### config.mk
export PLATFORM = sky130hd
export DESIGN_NAME = coin_collector
export DESIGN_NICKNAME = d
export VERILOG_FILES = /design/src/rtl/coin_collector.sv
export SDC_FILE = /design/constraint.sdc
export NUM_CORES = 1
export LEC_CHECK = 0
export CORE_ASPECT_RATIO = 0.75
export CORE_MARGIN = 2
export CORE_UTILIZATION = 52
export CTS_CLUSTER_DIAMETER = 150
export DETAILED_ROUTE_END_ITERATION = 16
export PLACE_DENSITY_LB_ADDON = 0.2
export RECOVER_POWER = 100
export SLEW_MARGIN = 15
export SYNTH_ARGS = -nofsm -noshare
export SYNTH_HDL_FRONTEND = slang
export SYNTH_SLANG_ARGS = --single-unit
### constraint.sdc
create_clock -name clk -period 3.95 [get_ports clk]
set_clock_uncertainty 0.15 [all_clocks]
set_input_delay 0.395 -clock clk [delete_from_list [all_inputs] [get_ports clk]]
set_output_delay 0.395 -clock clk [all_outputs]
set_load 0.005 [all_outputs]
### src/rtl/coin_collector.sv
// Coin collector front-end: accumulates credit, latches product/quantity and
// issues a one-cycle purchase strobe or refund pulse to the vending machine.
module coin_collector #(
    parameter int TIMEOUT_CYCLES = 1000,
    parameter int MAX_CREDIT     = 15
) (
    input  logic       clk,
    input  logic       rst_n,
    input  logic       coin_valid,
    input  logic [1:0] coin_value,
    input  logic [2:0] product_sel,
    input  logic [3:0] qty_sel,
    input  logic       confirm,
    input  logic       cancel,
    output logic       costumer_mode,
    output logic [3:0] costumer_money,
    output logic [2:0] product,
    output logic [3:0] quantitiy,
    output logic       coin_reject,
    output logic       refund_valid,
    output logic [3:0] refund_amount,
    output logic [3:0] credit,
    output logic       busy
);

    typedef enum logic [1:0] {
        ST_IDLE    = 2'd0,
        ST_COLLECT = 2'd1,
        ST_VEND    = 2'd2,
        ST_REFUND  = 2'd3
    } state_t;

    localparam int CW = (TIMEOUT_CYCLES > 2) ? $clog2(TIMEOUT_CYCLES) : 1;
    localparam logic [CW-1:0] CNT_LAST  = CW'(TIMEOUT_CYCLES - 1);
    localparam logic [4:0]    MAX_C     = 5'(MAX_CREDIT);

    function automatic logic [4:0] coin_decode(input logic [1:0] code);
        logic [4:0] v;
        case (code)
            2'b00:   v = 5'd1;
            2'b01:   v = 5'd2;
            2'b10:   v = 5'd5;
            2'b11:   v = 5'd10;
            default: v = 5'd0;
        endcase
        return v;
    endfunction

    state_t        state_q, state_d;
    logic [3:0]    credit_q, credit_d;
    logic [CW-1:0] cnt_q, cnt_d;
    logic [2:0]    prod_q, prod_d;
    logic [3:0]    qty_q, qty_d;
    logic          mode_q, mode_d;
    logic [3:0]    money_q, money_d;
    logic          reject_q, reject_d;
    logic          refund_valid_q, refund_valid_d;
    logic [3:0]    refund_amt_q, refund_amt_d;
    logic          busy_q, busy_d;

    logic [4:0]    sum_s;
    logic          accept_s;
    logic          activity_s;

    assign sum_s      = {1'b0, credit_q} + coin_decode(coin_value);
    assign accept_s   = (sum_s <= MAX_C);
    assign activity_s = coin_valid | confirm | cancel;

    // Next-state, credit, timeout and registered-output computation
    always_comb begin
        state_d  = state_q;
        credit_d = credit_q;
        cnt_d    = cnt_q;
        prod_d   = prod_q;
        qty_d    = qty_q;
        reject_d = 1'b0;

        case (state_q)
            ST_IDLE: begin
                cnt_d = '0;
                if (coin_valid) begin
                    if (accept_s) begin
                        state_d  = ST_COLLECT;
                        credit_d = sum_s[3:0];
                    end else begin
                        reject_d = 1'b1;
                    end
                end else begin
                    state_d = ST_IDLE;
                end
            end
            ST_COLLECT: begin
                prod_d = product_sel;
                qty_d  = qty_sel;
                cnt_d  = activity_s ? '0 : cnt_q + CW'(1);
                // Cancel and a taken confirm both swallow a same-cycle coin
                if (cancel) begin
                    state_d  = ST_REFUND;
                    reject_d = coin_valid;
                    cnt_d    = '0;
                end else if (confirm && (credit_q != 4'd0) && (qty_sel != 4'd0)) begin
                    state_d  = ST_VEND;
                    reject_d = coin_valid;
                    cnt_d    = '0;
                end else if (coin_valid) begin
                    if (accept_s) begin
                        credit_d = sum_s[3:0];
                    end else begin
                        reject_d = 1'b1;
                    end
                end else if (cnt_q == CNT_LAST) begin
                    state_d = ST_REFUND;
                    cnt_d   = '0;
                end else begin
                    state_d = ST_COLLECT;
                end
            end
            ST_VEND, ST_REFUND: begin
                state_d  = ST_IDLE;
                credit_d = 4'd0;
                cnt_d    = '0;
                reject_d = coin_valid;
            end
            default: begin
                state_d  = ST_IDLE;
                credit_d = 4'd0;
                cnt_d    = '0;
            end
        endcase

        mode_d         = (state_d == ST_VEND);
        money_d        = mode_d ? credit_d : 4'd0;
        refund_valid_d = (state_d == ST_REFUND);
        refund_amt_d   = refund_valid_d ? credit_d : 4'd0;
        busy_d         = mode_d | refund_valid_d;
    end

    // State and output registers
    always_ff @(posedge clk or negedge rst_n) begin
        if (!rst_n) begin
            state_q        <= ST_IDLE;
            credit_q       <= 4'd0;
            cnt_q          <= '0;
            prod_q         <= 3'd0;
            qty_q          <= 4'd0;
            mode_q         <= 1'b0;
            money_q        <= 4'd0;
            reject_q       <= 1'b0;
            refund_valid_q <= 1'b0;
            refund_amt_q   <= 4'd0;
            busy_q         <= 1'b0;
        end else begin
            state_q        <= state_d;
            credit_q       <= credit_d;
            cnt_q          <= cnt_d;
            prod_q         <= prod_d;
            qty_q          <= qty_d;
            mode_q         <= mode_d;
            money_q        <= money_d;
            reject_q       <= reject_d;
            refund_valid_q <= refund_valid_d;
            refund_amt_q   <= refund_amt_d;
            busy_q         <= busy_d;
        end
    end

    assign costumer_mode  = mode_q;
    assign costumer_money = money_q;
    assign product        = prod_q;
    assign quantitiy      = qty_q;
    assign coin_reject    = reject_q;
    assign refund_valid   = refund_valid_q;
    assign refund_amount  = refund_amt_q;
    assign credit         = credit_q;
    assign busy           = busy_q;

endmodule

-- Yosys cells after proc, flatten, opt, wreduce, memory -nomap -nowiden
Index checks and enable logic that the tools add are counted.
- muxes and demuxes: 26
- add/sub/neg operators: 2
- $lt $le $gt $ge: 1
- bitwise logic cells: 3
- equality and inequality tests: 9
- reduce and logical (&&, ||, !) cells: 8
- operator list (kind ; count):
    two-way mux 10 bit ; 5
    two-way mux 4 bit ; 6
    one-hot mux 10 bit (2 select lines) ; 1
    one-hot mux 5 bit (4 select lines) ; 1
    == test 2 bit, second input constant ; 6
    two-way mux 2 bit ; 6
    one-hot mux 4 bit (3 select lines) ; 1
    adder 10 x 1 -> 10 bit, second input constant ; 1
    == test 10 bit, second input constant ; 1
    nonzero test 4 bit ; 2
    one-hot mux 2 bit (3 select lines) ; 1
    adder 4 x 5 -> 5 bit ; 1
    less-or-equal comparator 5 x 4 -> 1 bit, second input constant ; 1
    == test 2 x 1 -> 1 bit, second input constant ; 2
    zero test 2 bit ; 2
    two-way mux 1 bit ; 4
    bitwise OR 1 bit ; 3
    one-hot mux 1 bit (3 select lines) ; 1
    OR reduction 3 bit ; 1
    logical AND 1 bit ; 2
    OR reduction 2 bit ; 1
- logic and storage cells: 60
- flip-flop bits (word level): 35
- bits of input ports: 14
- output and inout bits: 23

-- Depth between registers and ports, before layout
Gate-level depths: netlist (run 1).
- word-level depth: 10
- gate-level depth with buffers: 9
- mapped depth without buffers: 9

-- Worst setup path before layout (run 1)
No wires, ideal clock.
- path kind: register to register
- start: register credit_q[0], in the netlist credit[0]
- end: register money_q[3], in the netlist costumer_money[3]
- buffers on the path: 0
- library setup time: 0.074 ns
- period minus slack after synthesis: 2.020 ns
- required time: 3.726 ns
- data arrival time: 1.796 ns
- stages on the path, launching flop included: 9
- setup slack: 1.930 ns
- path through: dfrtp_1 > ha_1 > inv_1 > fa_1 > nor2b_1 > o21ai_2 > nand4bb_4 > mux2_4 > nor2_1
- word-level cells in the longest chain between the ends: 8
- elaborated cells on any way between the ends: 17
- those cells by class: add/sub (1); order compare (1); eq/ne (1); mux (11); reduce/logical (3)
- RTL lines (element ; RTL line ; RTL):
    start, declared ; 50 ; logic [3:0] credit_q, credit_d;
    start signal, assigned ; 154 ; credit_q <= credit_d;
    adder 4 x 5 -> 5 bit or nonzero test 4 bit (tied branches) ; 65, 101 ;
    less-or-equal comparator 5 x 4 -> 1 bit or logical AND 1 bit (tied branches) ; 66, 101 ;
    two-way mux 4 bit or logical AND 1 bit (tied branches) ; 82, 106, 101 ;
    two-way mux 4 bit or two-way mux 2 bit (tied branches) ; 105, 101 ;
    two-way mux 4 bit or two-way mux 2 bit (tied branches) ; 101, 97 ;
    two-way mux 4 bit or one-hot mux 2 bit (3 select lines) (tied branches) ; 97, 78 ;
    one-hot mux 4 bit (3 select lines) or == test 2 bit (tied branches) ; 78, 131 ;
    two-way mux 4 bit (*) ; 132 ; money_d = mode_d ? credit_d : 4'd0;
    named net money_d[3] ; 55 ; logic [3:0] money_q, money_d;
    end signal, assigned ; 159 ; money_q <= money_d;
    end, declared ; 55 ;
The timed path passes the listed nets; every way through them passes the cells marked *.
A chain may end at the register's enable or synchronous reset.

-- Worst setup path after layout (run 1)
- start: input port coin_value[0]
- end: register money_q[3], in the netlist costumer_money[3]
- word-level cells in the longest chain between the ends: 10
- elaborated cells on any way between the ends: 17
- those cells by class: add/sub (1); order compare (1); eq/ne (4); mux (10); reduce/logical (1)
- RTL lines (element ; RTL line ; RTL):
    start, declared ; 10 ; input logic [1:0] coin_value,
    == test 2 bit (tied with other cells) ; 39 ; case (code)
    one-hot mux 5 bit (4 select lines) (*) ; 39 ;
    adder 4 x 5 -> 5 bit (*) ; 65 ; assign sum_s = {1'b0, credit_q} + coin_decode(coin_value);
    less-or-equal comparator 5 x 4 -> 1 bit ; 66 ; assign accept_s = (sum_s <= MAX_C);
    two-way mux 4 bit ; 82, 106 ;
    two-way mux 4 bit ; 105 ; end else if (coin_valid) begin
    two-way mux 4 bit ; 101 ; end else if (confirm && (credit_q != 4'd0) && (qty_sel != 4'd0)) begin
    two-way mux 4 bit ; 97 ; if (cancel) begin
    one-hot mux 4 bit (3 select lines) ; 78 ; case (state_q)
    two-way mux 4 bit (*) ; 132 ;
    named net money_d[3] ; 55 ;
The timed path passes the listed nets; every way through them passes the cells marked *. The select of a mux whose other input is x is not followed.

==> results of run 1 <==
## metal layers
layer | part of all wire, % | vias to the layer above
met4 | 1.5 | 0
met5 | 0 | -
li1 | - | 533
met1 | 43 | 554
met2 | 50 | 30
met3 | 5.2 | 5
## synth_stat cells
library cell | count | area [um2]
xnor2_1 | 7 | 61.3
a31oi_1 | 1 | 6.26
o31a_2 | 1 | 10.0
dfrtp_1 | 34 | 851
nand3_1 | 2 | 10.0
inv_1 | 10 | 37.5
clkbuf_1 | 2 | 7.51
ha_1 | 5 | 62.6
nand2b_1 | 2 | 12.5
a211oi_1 | 1 | 7.51
nor2_1 | 25 | 93.8
nor4_2 | 1 | 12.5
mux2i_1 | 3 | 30.0
or4_1 | 1 | 7.51
a21o_1 | 1 | 7.51
nor2b_1 | 4 | 25.0
nand2_1 | 2 | 7.51
mux2_4 | 2 | 30.0
nand4b_1 | 1 | 8.76
a21oi_1 | 1 | 5.00
and3_1 | 5 | 31.3
nor4_1 | 2 | 12.5
o31ai_2 | 2 | 25.0
o41ai_4 | 1 | 27.5
nor3_1 | 1 | 5.00
or4_4 | 1 | 11.3
and2_1 | 1 | 6.26
fa_1 | 1 | 20.0
o21ai_2 | 1 | 8.76
or2_2 | 1 | 6.26
nand4_1 | 1 | 6.26
xor2_1 | 2 | 17.5
nand4bb_4 | 1 | 27.5
mux2_2 | 7 | 78.8
## cell usage in the layout (no fill, tap or decap), drive strengths merged, types with 2 or more instances in the layout
master,instances
clkbuf,7
nand2b,2
nand3,2
o31ai,2
mux2i,3
nor4,3
nor2b,4
ha,5
and3,5
mux2,9
or4,2
xnor2,7
inv,10
xor2,2
nand2,2
clkdlybuf4s50,10
dfrtp,34
nor2,25
dlygate4sd3,26
## cell type report
type                    instances  area [um2]  area share [%]
flip-flops and latches         34         851            41.7
multi-input cells              87         656            32.2
clock buffers                   6        82.6            4.05
inverters                      10        37.5            1.84
repair buffers                 37         364            17.9
well taps                      38        47.5            2.33
## worst paths after layout
path	from	to	slack, ns	depth (start not counted)
min	cnt_q[0]	cnt_q[0]	0.32	1
max in group asynchronous	rst_n	quantitiy[2]	1.68	2
max reg2reg	credit[0]	costumer_money[3]	1.53	8
min reg2reg	cnt_q[0]	cnt_q[0]	0.32	1
max	coin_value[0]	costumer_money[3]	1.24	10
min in group asynchronous	rst_n	refund_amount[1]	0.96	2
## power by group through the flow
stage / registers (mW) / clock network [mW] / logic (mW)
floorplan: 0.502 / 0 / 0.263
global placement: 0.511 / 0 / 0.474
detailed placement: 0.518 / 0 / 0.489
CTS: 0.514 / 0.252 / 0.493
global route: 0.524 / 0.273 / 0.482
finish: 0.507 / 0.245 / 0.436
## registers in the layout (all words and copies together), names as in the netlist
name,count
costumer_mode,1
product,3
cnt_q,10
credit,4
refund_amount,4
costumer_money,4
coin_reject,1
refund_valid,1
quantitiy,4
state_q,2
## through the flow
stage	std cells	hold WS, ns	power (mW)	util, %	worst slack (ns)
6_report	212	0.320	1.19	69.9	1.24
5_1_grt	212	0.364	1.28	69.9	1.07
4_1_cts	212	0.321	1.26	71.0	1.52
3_5_place_dp	206	0.313	1.01	68.1	1.24
3_3_place_gp	206	0.293	0.985	68.1	1.37
2_1_floorplan	133	-0.0506	0.765	-	1.93
## logic make-up after synthesis
| logic type | Yosys count | synth area share (%) |
|---|---|---|
| muxes | 12 | 8.80 |
| DFF | 34 | 53.9 |
| AOI/OAI and AO/OA | 9 | 6.19 |
| buffers and inverters | 12 | 2.86 |
| adders and majority gates | 6 | 5.23 |
| xor gates and xnor gates | 9 | 5.00 |
| and+or+nand+nor | 51 | 18.0 |
==> run summary, run 1 <==
Status: finished with violations
Failing checks: max-capacitance violations, max-slew violations
Hpwl dp: 2340 um
Critical path launch point type: primary input
DRC viols: 0
M2 GR Usage: 36.6%
Dpl cell area: 1990 um2
Iter 0 DRT Violations: 74
Longest Clk Path Bufs: 2
Via count: 1122
Final instance area: 2040 um2
CTS Buf Count: 5
Share of cells above drive strength 1: 10.3%
Final hold violation count: 0
Slowest cell on crit path: dlygate4sd3_1
Pint: 0.821 mW
Core area: 2910 um2
Post-synthesis instance area: 1580 um2
Synth warn: 0
Top Ports: 37
Row count: 17
Yosys reg bits: 34
Syn Nets: 153
Fillcell total: 212
Number of diodes: 0
Met1 usage: 25.1%
Crit Path Category: primary input to register
Die H: 51.7 um
CP endpoint kind: register
Maximum fanout along the worst path: 5
Sw Pwr: 0.368 mW
Vias in the first global route: 1156
Setup TNS: 0 ns
Clk network pwr share: 20.6%
Share of power burned in registers: 42.7%
TritonRoute pass-1 iters: 4
Cell seen most often among critical-path stages: inv_1
Syn Inst Count: 133
Root buf cell: clkbuf_8
Maximum vdd drop: 0.334 mV
GR Layer Usage met3: 6.71%
Count of hold-fix buffers inserted at cts: 0
Min-Delay Path Class: register to register
TritonCTS clock tree: yes
GR peak layer: met2
Wire length per cell: 14.3 um
CP max stage delay: 0.61 ns
PortBufs: 36
Fmax: 0.369 GHz
Clk_lat worst skew: 0.28 ns
Measured slew at the worst slew-check pin: 1.75 ns
Total grt overflow: 0
Area grow syn2layout: 29.2%
Leakage: 0.976 nW
H-tree Lvls: 2
Clock sink count: 34
Worst Path Arrival: 2.77 ns
Worst path bufs/invs: 3
Antenna-violating nets left: 0
Die Wd: 67.6 um
Setup Buffers After CTS: 0
Gr usage total: 21.4%
Slew margin rel.: -16.9%
Full die area: 3500 um2
Critical Path RT: 4.01 ns
Crit path max-delay family: buffers and inverters
Comb pwr share: 36.7%
WL final: 3030 um
Global placer's final weighted congestion: 0.807
# setup viols final: 0
Sw frac: 30.9%
CTS clk-pin slew, worst paths: 0.06 ns
Initial antenna violation count: 0
Period minus WS final: 2.71 ns
PostCTS Resize Cnt: 0
Max Slew Vio Count: 35
Final layout net count: 195
First-pass GRT wire length: 5290 um
Register area share after synthesis: 53.9%
Pwr/cell area: 583 nW/um2
Unrepaired setup endpoints after global routing: false
Max Cap Violations: 1
Largest net degree at the start of global routing: 35
Fin crit share: 68.6%
DR vias/cell: 5.29
Syn Area/Cell: 11.9 um2
Synth cell types: 34
Starting Density: 54.1%
Worst path cell trace: dlygate4sd3_1, inv_1, ha_1, inv_1, fa_1, nor2b_1, o21ai_0, nand4bb_4, mux2_1, nor2_1
Note: power is estimated with default switching activity, not from simulation.
==> run 2: changes to the inputs <==
Settings changed: CORE_UTILIZATION 52 to 44.
Clock period 3.95 ns to 2.4 ns, I/O delays scaled along.
==> run 2 against run 1 <==
  * The flow now finishes without violations
  * Wire length up 2.3%
  * Critical path depth unchanged
  * Via count up 0.53%
  * Global-route usage down 4.0 points
  * Final cell count up 2.4%
  * Largest cell class unchanged
==> run summary, run 2 (synthesized netlist as in run 1, its figures left out) <==
Root buf cell: clkbuf_8
Pint: 1.37 mW (+67%)
Most frequent cells in the layout: 34 x dfrtp_1, 25 x nor2_1, 24 x dlygate4sd3_1, 12 x clkdlybuf4s50_1, 10 x inv_1
Measured slew at the worst slew-check pin: 0.831 ns (-0.922 ns)
Hpwl dp: 2290 um (-2.4%)
Fmax: 0.452 GHz
Sw frac: 30.6% (-0.34 points)
Maximum fanout along the worst path: 5 (unchanged)
Final Power: 1.98 mW (+67%)
Max layer used: met4
First-pass GRT wire length: 5330 um (+0.77%)
Critical path launch point type: primary input
Die H: 55.9 um (+8.0%)
Number of diodes: 0 (unchanged)
Max Slew Vio Count: 0 (-100%)
Largest register FFs: 10 (unchanged)
Fin crit share: 92.3%
Maximum vdd drop: 0.612 mV (+83%)
Final layout net count: 198 (+1.5%)
Slew margin rel.: 44.6% (+61 points)
CTS Buf Count: 5 (unchanged)
Largest net degree at the start of global routing: 35 (unchanged)
Unrepaired setup endpoints after global routing: false
Worst Path Arrival: 2.28 ns (-0.49 ns)
Final instance area: 2070 um2 (+1.7%)
# setup viols final: 0 (unchanged)
Wire length per cell: 14.3 um (about the same)
WL final: 3100 um (+2.3%)
Core area: 3360 um2 (+15%)
Dpl cell area: 2010 um2 (+1.3%)
CTS clk-pin slew, worst paths: 0.07 ns (about the same)
Share of cells above drive strength 1: 14.7% (+4.3 points)
Critical Path RT: 2.46 ns (-1.55 ns)
Min-Delay Path Class: register to register
Critical path origin: coin_value[0]
Area grow syn2layout: 31.3%
Biggest register: cnt_q
Iter 0 DRT Violations: 43 (-42%)
Die Wd: 73.1 um (+8.2%)
Metal2 WL: 1440 um (-5.8%)
RR Endpoint: refund_amount[3]
Top Ports: 37 (unchanged)
Via count: 1128 (+0.53%)
Total grt overflow: 0 (unchanged)
Worst R2R Path Depth: 5 (-3)
H-tree Lvls: 2 (unchanged)
R2R Setup Slk: 0.19 ns (-1.34 ns)
Vias in the first global route: 1162 (+0.52%)
Clock sink count: 34 (unchanged)
Comb pwr share: 37.5% (+0.8 points)
Share of power burned in registers: 41.6% (-1.1 points)
Setup crit end: refund_amount[3]
Gr usage total: 17.4% (-4.0 points)
DRC viols: 0 (unchanged)
Longest Clk Path Bufs: 2 (unchanged)
Row count: 18 (+1)
Fillcell total: 266 (+25%)
Met1 Wirelength: 1360 um (+4.9%)
WL met3: 224 um (+43%)
Global placer's final weighted congestion: 0.854 (+5.8%)
Initial antenna violation count: 0 (unchanged)
Clk network pwr share: 20.9% (+0.3 points)
Worst reg2reg path startpoint: credit[0]
Starting Density: 47.0% (-7.1 points)
Count of hold-fix buffers inserted at cts: 0 (unchanged)
Dpl cells: 211 (+2.4%)
Full die area: 4090 um2 (+17%)
TritonRoute pass-1 iters: 4 (unchanged)
Crit Path Category: primary input to register
PostCTS Resize Cnt: 0 (unchanged)
Leakage: 0.999 nW (+2.4%)
Clk_lat worst skew: 0.28 ns (about the same)
CP endpoint kind: register
Fin cells: 217 (+2.4%)
Sw Pwr: 0.606 mW (+65%)
Period minus WS final: 2.21 ns
Antenna-violating nets left: 0 (unchanged)
Post-layout util: 61.7% (-8.2 points)
Status: complete, no violations
Setup Buffers After CTS: 0 (unchanged)
Max Cap Violations: 0 (-1)
TritonCTS clock tree: yes
PortBufs: 36 (unchanged)
Commonest non-fill, non-tap cell in the layout: dfrtp_1
Pwr/cell area: 955 nW/um2 (+64%)
Final hold violation count: 0 (unchanged)
DR vias/cell: 5.20 (-1.8%)
==> run 2: cell count changes in the layout (fill, tap and decap cells not counted), sizes merged <==
cell | before | now
dlygate4sd3 | 26 | 24
clkdlybuf4s50 | 10 | 12
buf | 0 | 3
==> run 2: how the worst min path moves through the flow <==
| stage | startpoint | end | slack (ns) | cells after the start |
|---|---|---|---|---|
| after floorplan | rst_n | cnt_q[0] | -0.21 | 0 |
| after global placement | cnt_q[0] | cnt_q[0] | 0.29 | 1 |
| after detailed placement | cnt_q[0] | cnt_q[0] | 0.31 | 1 |
| after CTS | rst_n | credit[1] | 0.23 | 2 |
| after global routing | cnt_q[0] | cnt_q[0] | 0.34 | 1 |
| final | cnt_q[0] | cnt_q[0] | 0.31 | 1 |
==> run 2: layout make-up <==
| class | instances | area [um2] | area share, % |
|---|---|---|---|
| multi-input combinational | 87 | 663 | 32.0 |
| sequential | 34 | 851 | 41.1 |
| clock buffer | 6 | 82.6 | 3.99 |
| timing repair buffer | 40 | 388 | 18.7 |
| inverter | 10 | 37.5 | 1.81 |
| tap | 40 | 50.0 | 2.42 |
==> run 2: routing by layer <==
layer | vias to the layer above | GRT usage (%)
met5 | - | 0
met2 | 38 | 27.2
met3 | 11 | 6.88
met1 | 536 | 21.0
met4 | 0 | 7.67
li1 | 543 | -
==> run 2: power groups by stage <==
stage                     logic, mW  clock network [mW]  registers (mW)
after floorplan               0.433                   0           0.827
after global placement        0.799                   0           0.841
after detailed placement      0.812                   0           0.848
after CTS                     0.818               0.416           0.841
after global routing          0.833               0.445           0.844
final                         0.743               0.413           0.824
==> run 2: worst max-delay path: stages <==
cell and delay (ns):
clkdlybuf4s50_1 0.48, inv_1 0.09, ha_1 0.16, inv_1 0.05, fa_1 0.38, nor2b_1 0.17, o21ai_2 0.10, nand4bb_4 0.14
mux2_4 0.33, nor2_1 0.12
==> run 2: per-stage QoR <==
step	setup WS, ns	setup TNS, ns	hold slack, ns
global placement	0.0237	0	0.293
global route	0.0271	0	0.344
floorplan	0.380	0	-0.206
CTS	0.169	0	0.227
detailed placement	-0.115	-0.947	0.313
finish	0.186	0	0.314
==> edit 1 (config.mk and constraints of run 1) <==
`TIMEOUT_CYCLES`: 1000 -> 500.
--- a/src/rtl/coin_collector.sv
+++ b/src/rtl/coin_collector.sv
@@ -1,7 +1,7 @@
 // Coin collector front-end: accumulates credit, latches product/quantity and
 // issues a one-cycle purchase strobe or refund pulse to the vending machine.
 module coin_collector #(
-    parameter int TIMEOUT_CYCLES = 1000,
+    parameter int TIMEOUT_CYCLES = 500,
     parameter int MAX_CREDIT     = 15
 ) (
     input  logic       clk,
Function: same outputs for any inputs over 10 cycles, from zero or initial values and one cycle with rst_n low; that may be too few to reach the edited logic, so the function may still have changed.
==> edit 1 against run 1 <==
The flow still finishes with violations (max-capacitance violations, max-slew violations). Area after synthesis shrank 2.9%. Final area shrank 2.5%. Worst setup slack lost 0.064 ns. Wire length shrank 1.9%. Total power shrank 1.7%. Sequential cell count is the same. Critical path depth is the same. Global-route usage shrank 1.3 points. Critical path type unchanged. Largest cell class unchanged.
==> edit 1: results <==
[place]
place.gp.congestion = 0.829
place_ws_ns = 1.28
placed_cells = 204

[timing]
worst_pin_slew_ns = 1.76
hold_ws_ns = 0.310
finalMaxSlewViolations = 35

[logic_synthesis]
synth_cells = 130
yosys.cell_types.count = 33
synthArstFlopShare = 1.00
yosys-top-cells-count = "dfrtp_1, nor2_1, inv_1, mux2_2, xnor2_1"
yosysSeqAreaShare = 0.555
synth.net_count = 150
synth_area_leaders = "dfrtp_1, nor2_1, mux2_2"

[detailed_routing]
wirelength_mm = 2.97
wl_met3_um = 134
route.met2.wl_mm = 1.38
vias = 1088
wl_met1_mm = 1.43

[global_routing]
grt_util_met2 = 0.320
use_met3 = 0.0705
grt_pass1_wl_mm = 4.97
grt.total_usage = 0.201
met1_usage = 0.262

[pwr]
leakagePower_nw = 0.960
peakVddDrop_mv = 0.446

[clocking]
clockBufferDepth = 2

[cells_and_area]
final_nets = 193
largest_register_ffs = 9
stdcell_count = 211
drive_gt1_frac = 0.0925

[setup_path]
endpoint = "refund_amount[1]$_DFF_PN0_"
arrival_ns = 2.83
crit_fanout = 5
reg2reg_depth = 8
max_stage_delay_ns = 0.63

[outcome]
status = "finished with violations"
violations = "max-capacitance violations, max-slew violations"

[flow_run]
cap_violations = 1
## edit 1: logic make-up after synthesis
kind of cell | after synthesis | synth area share
adder cells (fa/ha/maj) | 6 | 0.0539
XOR/XNOR | 8 | 0.0457
flip-flops | 34 | 0.555
multiplexers | 12 | 0.0906
AND/OR/NAND/NOR | 47 | 0.149
buffers and inverters | 11 | 0.0269
AO/OA/AOI/OAI | 12 | 0.0784
## edit 1: area by class of cell
| cell class | instances | area [um^2] |
|---|---|---|
| fill | 234 | 883 |
| multi-input combinational | 85 | 609 |
| tap | 38 | 47.5 |
| clock buffer | 5 | 68.8 |
| inverter | 10 | 37.5 |
| sequential | 34 | 851 |
| clock inverter | 2 | 10.0 |
| timing repair buffer | 37 | 364 |
## edit 1: report_power, final
group | switching [W] | total [W] | internal, W
clock network | 0.000117 | 0.000235 | 0.000118
logic | 0.000193 | 0.000434 | 0.000240
registers | 0.0000625 | 0.000500 | 0.000437
total | 0.000373 | 0.00117 | 0.000796
==> edit 2 (config.mk and constraints of run 1) <==
Made on the original files. Register the input `confirm` before use, cleared by the reset. The logic sees it one clock later. The other inputs are not delayed to match. Comments in the files are not updated.
--- a/src/rtl/coin_collector.sv
+++ b/src/rtl/coin_collector.sv
@@ -34,6 +34,16 @@
     localparam logic [CW-1:0] CNT_LAST  = CW'(TIMEOUT_CYCLES - 1);
     localparam logic [4:0]    MAX_C     = 5'(MAX_CREDIT);
 
+    logic confirm_q;
+
+    always_ff @(posedge clk or negedge rst_n) begin
+        if (!rst_n) begin
+            confirm_q <= '0;
+        end else begin
+            confirm_q <= confirm;
+        end
+    end
+
     function automatic logic [4:0] coin_decode(input logic [1:0] code);
         logic [4:0] v;
         case (code)
@@ -64,7 +74,7 @@
 
     assign sum_s      = {1'b0, credit_q} + coin_decode(coin_value);
     assign accept_s   = (sum_s <= MAX_C);
-    assign activity_s = coin_valid | confirm | cancel;
+    assign activity_s = coin_valid | confirm_q | cancel;
 
     // Next-state, credit, timeout and registered-output computation
     always_comb begin
@@ -98,7 +108,7 @@
                     state_d  = ST_REFUND;
                     reject_d = coin_valid;
                     cnt_d    = '0;
-                end else if (confirm && (credit_q != 4'd0) && (qty_sel != 4'd0)) begin
+                end else if (confirm_q && (credit_q != 4'd0) && (qty_sel != 4'd0)) begin
                     state_d  = ST_VEND;
                     reject_d = coin_valid;
                     cnt_d    = '0;
Behaviour: not the same (Yosys sat finds a counterexample within 4 cycles, from zero or initial values and one cycle with rst_n low).
==> edit 2 against run 1 <==
The run still ends with max-capacitance violations, max-slew violations left. Sequential share of layout area is essentially flat. Sequential cell count rose by 1. Area after synthesis is 1.8% higher. Hold slack worse by 0.010 ns. Final area grew 2.9%. Wire length down 2.8%. Worst setup slack better by 0.051 ns. Total power rose by 9.0%. Critical path type unchanged. Highest routed layer unchanged.
==> edit 2: results <==
[setup_path]
reg2reg_depth = 8
r2r-end = "costumer_money[1]$_DFF_PN0_"
arrival_ns = 2.72
r2r_setup_slack_ns = 1.59

[place]
dpl-instance-area_um2 = 2010
place.gp.congestion = 0.842
place_ws_ns = 1.32
dp_hpwl_mm = 2.19
placed_cells = 207

[logic_synthesis]
yosys-top-cells-count = "dfrtp_1, nor2_1, inv_1, mux2_2, xnor2_1"
synth.net_count = 155
yosysSeqAreaShare = 0.545
synth_cells = 135
synth_area_leaders = "dfrtp_1, nor2_1, mux2_2"
synthArstFlopShare = 1.00

[pwr]
leakagePower_nw = 1.01
peakVddDrop_mv = 0.531

[global_routing]
grt.total_usage = 0.200
grt_pass1_wl_mm = 5.02
grt_util_met2 = 0.341
grt_max_degree = 36
met1_usage = 0.231

[timing]
hold_ws_ns = 0.310
finalMaxSlewViolations = 36
relSlewSlack = -0.164

[cells_and_area]
fill_cells = 219
largest_register_ffs = 10
drive_gt1_frac = 0.113
final_nets = 196
antenna_cells = 0
stdcell_count = 215
syn2layout_area_growth_pct = 30.6

[detailed_routing]
drtIter0Drc = 56
vias = 1110
wl_met1_mm = 1.31
wl_per_cell_um = 13.7
route.met2.wl_mm = 1.44

[min_path]
hold_start = "cnt_q[0]$_DFF_PN0_"
holdPathStages = 1

[outcome]
violations = "max-capacitance violations, max-slew violations"
status = "finished with violations"

[clocking]
clk_root_buffer_cell = "clkbuf_8"

[flow_run]
cap_violations = 1
edit 2: cell count changes after synthesis, sizes merged:
cell    change
clkbuf      +1
dfrtp       +1
edit 2: critical path, cell delays in order:
cell and delay (ns):
dlygate4sd3_1 0.60, nor2b_1 0.15, ha_1 0.27, nor2b_1 0.14, o21ai_0 0.44, nand4bb_4 0.20
mux2_1 0.39, nor2_1 0.12
edit 2: area by class of cell:
cell class	instances	share of cell area
clock buffer	6	0.0394
clock inverter	2	0.0167
inverter	10	0.0179
multi-input combinational	87	0.312
sequential	35	0.417
tap	38	0.0227
timing repair buffer	37	0.174
edit 2: cell families (layout without fill, tap and decap cells):
family                     after synthesis  count (layout)  share of synthesized area
AOI/OAI and AO/OA                        9               9                     0.0608
xor gates and xnor gates                 9               9                     0.0491
adders and majority gates                6               6                     0.0514
buffers and inverters                   13              55                     0.0304
DFF                                     35              35                      0.545
muxes                                   12              12                     0.0865
and+or+nand+nor                         51              51                      0.177
edit 2: worst max path at each step:
stage	startpoint	cells after the start	endpoint	slack [ns]
3_5_place_dp	coin_value[0]	10	costumer_money[1]$_DFF_PN0_	1.32
3_3_place_gp	coin_value[0]	10	costumer_money[2]$_DFF_PN0_	1.38
6_report	coin_value[0]	8	costumer_money[1]$_DFF_PN0_	1.29
2_1_floorplan	credit[0]$_DFF_PN0_	8	costumer_money[3]$_DFF_PN0_	1.93
4_1_cts	coin_value[0]	10	costumer_money[3]$_DFF_PN0_	1.61
5_1_grt	coin_value[0]	10	costumer_money[3]$_DFF_PN0_	1.11
edit 2: report_power, final:
| group | total [W] | switching, W | internal [W] |
|---|---|---|---|
| combinational | 0.000448 | 0.000190 | 0.000259 |
| clock | 0.000327 | 0.000123 | 0.000204 |
| sequential | 0.000520 | 0.0000729 | 0.000447 |
| total | 0.00130 | 0.000385 | 0.000910 |
